File: src/rtl/map_recover_ctrl.sv
// Map-table recovery sequencer: after a flush, copies the 32 committed arch-map tags into the
// speculative map table, one entry per cycle. Optional feature macro: MAP_RECOVER_SKIP_R0_EN.
package map_recover_pkg;
   typedef struct packed {
      logic [5:0] phys_reg;
      logic       ready;
      logic       spec;
   } tag_t;
endpackage

module map_recover_ctrl
   import map_recover_pkg::*;
(
   input  logic       clock,
   input  logic       reset,
   input  logic       flush_req,
   output logic [4:0] arch_read_idx,
   input  tag_t       arch_read_out,
   output logic       mt_wr_en,
   output logic [4:0] mt_wr_idx,
   output tag_t       mt_wr_tag,
   output logic       dispatch_stall,
   output logic       retire_block,
   output logic       recover_done,
   output logic       busy
);
   typedef enum logic [1:0] {IDLE, DRAIN, COPY, DONE} state_t;

`ifdef MAP_RECOVER_SKIP_R0_EN
   localparam logic [4:0] FIRST_IDX = 5'd1;
`else
   localparam logic [4:0] FIRST_IDX = 5'd0;
`endif
   localparam logic [4:0] LAST_IDX = 5'd31;

   state_t     state_q;
   logic [4:0] cnt_q;
   logic       in_copy;

   // A flush arriving in COPY or DONE restarts the walk; one in DRAIN is already covered.
   always_ff @(posedge clock) begin
      if (reset) begin
         state_q <= IDLE;
         cnt_q   <= '0;
      end else begin
         case (state_q)
            IDLE: begin
               if (flush_req) begin
                  state_q <= DRAIN;
                  cnt_q   <= '0;
               end
            end
            DRAIN: begin
               state_q <= COPY;
               cnt_q   <= FIRST_IDX;
            end
            COPY: begin
               if (flush_req) begin
                  state_q <= DRAIN;
                  cnt_q   <= '0;
               end else begin
                  if (cnt_q == LAST_IDX) begin
                     state_q <= DONE;
                  end
                  cnt_q <= cnt_q + 5'd1;
               end
            end
            DONE: begin
               if (flush_req) begin
                  state_q <= DRAIN;
                  cnt_q   <= '0;
               end else begin
                  state_q <= IDLE;
               end
            end
            default: begin
               state_q <= IDLE;
               cnt_q   <= '0;
            end
         endcase
      end
   end

   assign in_copy = (state_q == COPY);

   // The write data is a pure pass-through of the arch map read port.
   assign arch_read_idx  = in_copy ? cnt_q : 5'd0;
   assign mt_wr_en       = in_copy;
   assign mt_wr_idx      = in_copy ? cnt_q : 5'd0;
   assign mt_wr_tag      = in_copy ? arch_read_out : tag_t'(8'd0);

   assign busy           = (state_q != IDLE);
   assign dispatch_stall = busy;
   assign retire_block   = busy;
   assign recover_done   = (state_q == DONE) && !flush_req;
endmodule

File: config.mk
export PLATFORM = sky130hd
export DESIGN_NAME = map_recover_ctrl
export DESIGN_NICKNAME = d
export VERILOG_FILES = /design/src/rtl/map_recover_ctrl.sv
export SDC_FILE = /design/constraint.sdc
export NUM_CORES = 1
export LEC_CHECK = 0
export CORE_UTILIZATION = 39
export DETAILED_ROUTE_END_ITERATION = 8
export PLACE_DENSITY = 0.84
export SYNTH_ARGS = -nofsm -noshare
export SYNTH_HDL_FRONTEND = slang
export SYNTH_SLANG_ARGS = --single-unit
export TNS_END_PERCENT = 5
File: constraint.sdc
create_clock -name clock -period 3.97 [get_ports clock]
set_input_delay 0.9925 -clock clock [delete_from_list [all_inputs] [get_ports clock]]
set_output_delay 0.9925 -clock clock [all_outputs]
set_load 0.005 [all_outputs]
==> After elaboration in Yosys (flattened, before gate mapping) <==
Cells that the tools add are included.
{ "totals": {"ff_bits": 7, "input_bits": 11, "output_inout_bits": 23, "elab_cells": 26} }
{ "op_classes": {"add_sub_neg": 1, "eq_ne": 7, "n_mux": 10, "reduce_logical": 6} }
{ "ops": {"columns": ["cell", "count"], "rows": [
  ["$mux 5", 3],
  ["$pmux 5 s3", 1],
  ["$mux 8", 1],
  ["$pmux 2 s4", 1],
  ["$mux 2", 3],
  ["$add 5x1->5 const B", 1],
  ["$eq 5x5->1 const B", 1],
  ["$eq 2x2->1 const B", 2],
  ["$ne 3x2->1 const B", 1],
  ["$eq 2x1->1 const B", 1],
  ["$logic_not 2->1", 1],
  ["$ne 2x1->1 const B", 1],
  ["$ne 2x2->1 const B", 1],
  ["$reduce_and 2->1", 1],
  ["$reduce_bool 2->1", 1],
  ["$reduce_or 2->1", 1],
  ["$logic_and 1x1->1", 1],
  ["$logic_not 1->1", 1],
  ["$mux 1", 1]
]} }

==> Depth between registers and ports, before layout <==
{ "depth": {"word_depth": 4, "depth_mapped": 6, "ltp_nobuf": 6} }

==> Least setup slack after synthesis <==
No wires, ideal clock.
{ "synth_path": {"path_kind": "register to output", "start": "register state_q[0]", "end": "output port mt_wr_idx[1]", "t_arrival_ps": 1251, "required_ps": 2978, "slack_ps": 1727, "path_stages_with_launch": 7, "path_buffers": 3, "cell_sequence": "dfxtp_1 > inv_1 > ha_1 > buf_6 > clkbuf_1 > and2_1 > buf_4"} }
{ "synth_between": {"elab_chain_len": 2} }
{ "synth_rtl": {"columns": ["element", "line_no", "rtl"], "rows": [
  ["start: declaration", "36", "state_t state_q;"],
  ["start signal: assignment", "43", "state_q <= IDLE;"],
  ["start signal: assignment", "49", "state_q <= DRAIN;"],
  ["start signal: assignment", "54", "state_q <= COPY;"],
  ["$eq 2x2->1", "84", "assign in_copy = (state_q == COPY);"],
  ["net mt_wr_en", "19", "output logic mt_wr_en,"],
  ["$mux 5", null, null],
  ["end: declaration", "20", "output logic [4:0] mt_wr_idx,"]
]} }
The timed path passes the listed nets, and every way through them passes these cells.

==> Worst setup path in the final report <==
{ "layout_path": {"start": "input port flush_req", "end": "output port recover_done"} }
{ "layout_between": {"elab_chain_len": 2} }
{ "layout_rtl": {"columns": ["element", "line_no", "rtl"], "rows": [
  ["start: declaration", "16", "input logic flush_req,"],
  ["$logic_not 1->1", "95", "assign recover_done = (state_q == DONE) && !flush_req;"],
  ["$logic_and 1x1->1", "95", null],
  ["end: declaration", "24", "output logic recover_done,"]
]} }
Every way passes these cells.

==> impl_metrics.py <==
metrics = {
    "cts": {
        "htreeDepth": 1,
        "hold_buffers": 0,
        "cts_inserted_buffers": 3,
        "clock-sinks": 7,
        "post_cts_resized": 0,
        "cts_tree": "yes",
        "clkSlewWorstSetupHoldPaths_ns": 0.06,
        "clk_path_buf_depth": 2,
        "insertion_delay_ns": 0.26,
        "root_buffer": "clkbuf_4",
        "postCtsSetupRepairBufs": 0,
    },
    "critical_path": {
        "startpoint": "flush_req",
        "end_kind": "output pin",
        "crit_path_end": "recover_done",
        "start_kind": "primary input",
        "worstSetupPathType": "in2out",
        "cp.arrival_ns": 2.10,
        "r2r_end": "state_q[0]",
        "required_ns": 2.98,
        "worst-r2r-cell-count": 5,
        "reg2reg_from": "state_q[0]",
        "worst-path-max-fanout": 6,
        "r2r_setup_slack_ns": 2.23,
    },
    "sta": {
        "finalCriticalPeriod_ns": 3.10,
        "maxSlewViolCount": 0,
        "hold_violations": 0,
        "fin_setup_tns_ns": 0,
        "setup_viol": 0,
        "rsz0062_at_grt": "no",
        "tightest_slew_ns": 0.556,
        "fin_ws_ns": 0.875,
        "fin_crit_sh_pct": 78.0,
        "relSlewSlack_pct": 62.9,
        "clock_skew_ns": 0.00845,
        "timing.fmax_ghz": 0.323,
    },
    "layout": {
        "antennaDiodeCount": 0,
        "final_util_pct": 65.7,
        "drive_gt1_share_pct": 6.06,
        "nets": 117,
        "area_growth_pct": 54.2,
    },
    "drt": {
        "drtIter0Drc": 7,
        "vias_per_cell": 4.98,
        "ant_nets": 0,
        "route.detailed.drc": 0,
        "wl_per_cell_um": 11.2,
        "drt-total-wl_mm": 1.28,
        "vias": 568,
        "first_pass_iters": 4,
    },
    "die": {
        "die_area_sq_um": 1610,
        "die_height_um": 40.2,
        "fp.dieW_um": 40.2,
        "start_util_pct": 42.6,
        "core_area_sq_um": 1330,
        "std_cell_rows": 13,
        "io_pins": 34,
    },
    "placement": {
        "place_congestion": 0.791,
        "pre_cts_ws_ns": 0.872,
        "dp_hpwl_mm": 1.00,
        "port_buffers": 33,
    },
    "synthesis": {
        "seq_area_frac_synth_pct": 24.7,
        "syn_area_per_cell_sq_um": 8.00,
        "yosys_warnings": 0,
        "synth_top_cell_area_share_pct": 24.7,
        "synthTopCellsByArea": "dfxtp_1, and2_1, ha_1",
        "syn_inst": 71,
        "synth_fp_nets": 88,
        "synth_top_area_cell": "dfxtp_1",
        "ys_seq_elements": 7,
        "yosysUniqueCellTypes": 25,
        "syn-cell-area_sq_um": 568,
    },
    "grt": {
        "grt_pass1_vias": 472,
        "antenna_found_initial": 0,
        "globalRoute.totalOverflow": 0,
        "grt_max_degree": 22,
        "grt_first_pass_wirelength_mm": 1.88,
        "gr-usage-all-layers_pct": 18.2,
    },
    "run_status": {
        "status": "completed",
    },
    "pwr": {
        "pwr_density_cell_nw_per_um2": 331,
        "p_leak_nw": 0.344,
        "max-vdd-ir-drop_mv": 0.343,
    },
    "min_path": {
        "hold_depth": 2,
        "holdCritPathClass": "reg2reg",
    },
    "job": {
        "cap_viol_max_count": 0,
    },
}
## critical path, cell delays in order
cell             delay, ns
clkdlybuf4s50_1       0.48
nor2b_1               0.13
clkdlybuf4s50_1       0.50
## cells in the mapped netlist
| library cell | number |
|---|---|
| and2_1 | 13 |
| buf_4 | 7 |
| dfxtp_1 | 7 |
| ha_1 | 6 |
| a21oi_1 | 4 |
| inv_1 | 4 |
| nand2_1 | 4 |
| nor2b_1 | 4 |
| nand3_1 | 3 |
| nor2_1 | 3 |
| o21bai_1 | 2 |
| a2111oi_0 | 1 |
| a31oi_1 | 1 |
| and3_1 | 1 |
| buf_6 | 1 |
| clkbuf_1 | 1 |
| mux2_2 | 1 |
| nand2_2 | 1 |
| nand2b_1 | 1 |
| nand4b_1 | 1 |
| o21ai_0 | 1 |
| o41ai_1 | 1 |
| or2_2 | 1 |
| or3_1 | 1 |
| or4_1 | 1 |
## per-layer routing
layer,vias up,wire (um),track usage (%)
met2,29,624,31.5
met1,247,496,18.9
li1,288,-,-
met5,-,0,0
met3,4,136,5.56
met4,0,21,11.2
## final cells by class
cell class,count,area [sq um]
Clock buffer,4,26.3
Fill cell,107,458
Inverter,4,15.0
Multi-Input combinational cell,51,345
Timing Repair Buffer,33,330
Tap cell,15,18.8
Sequential cell,7,140
## cells by family after synthesis
group           Yosys count  synth area share [%]
simple gates             34                  34.4
fa+ha+maj                 6                  13.2
buf+inv                  13                  14.5
compound gates           10                  11.2
mux                       1                  1.98
flops                     7                  24.7
## how the worst min path moves through the flow
stage	slack, ns	to	from
2_1_floorplan	0.44	cnt_q[4]	cnt_q[4]
3_3_place_gp	0.46	cnt_q[4]	cnt_q[4]
3_5_place_dp	0.48	cnt_q[4]	cnt_q[4]
4_1_cts	0.48	cnt_q[4]	cnt_q[4]
5_1_grt	0.52	cnt_q[4]	cnt_q[4]
6_report	0.48	cnt_q[4]	cnt_q[4]
## cell usage in the layout (no fill, tap or decap)
cell	synthesis	final
and2_1	13	13
nand2_1	4	4
clkbuf_4	0	3
a31oi_1	1	1
nand4b_1	1	1
o21ai_0	1	1
mux2_2	1	1
a21oi_1	4	4
nand2_2	1	1
o21bai_1	2	2
a2111oi_0	1	1
and3_1	1	1
inv_1	4	4
dfxtp_1	7	7
nand3_1	3	3
or2_2	1	1
ha_1	6	6
nand2b_1	1	1
nor2_1	3	3
clkbuf_1	1	1
or4_1	1	1
or3_1	1	1
nor2b_1	4	4
o41ai_1	1	1
clkdlybuf4s50_1	0	33
## through the flow
step | power (mW) | instance area, sq um | cells | hold slack (ns)
2_1_floorplan | 0.168 | 568 | 71 | 0.443
3_3_place_gp | 0.221 | 850 | 110 | 0.458
3_5_place_dp | 0.225 | 850 | 110 | 0.476
4_1_cts | 0.293 | 876 | 114 | 0.484
5_1_grt | 0.314 | 876 | 114 | 0.515
6_report | 0.290 | 876 | 114 | 0.484
## power by group
group          switching (mW)  internal, mW  leakage [nW]
sequential            0.00610        0.0767        0.0568
clock                  0.0277        0.0385        0.0150
combinational          0.0656        0.0750         0.272
## sequential cells by signal, indices dropped and copies added (netlist names)
register  cells
cnt_q         5
state_q       2
No activity file was read; power rests on OpenSTA's default activity.
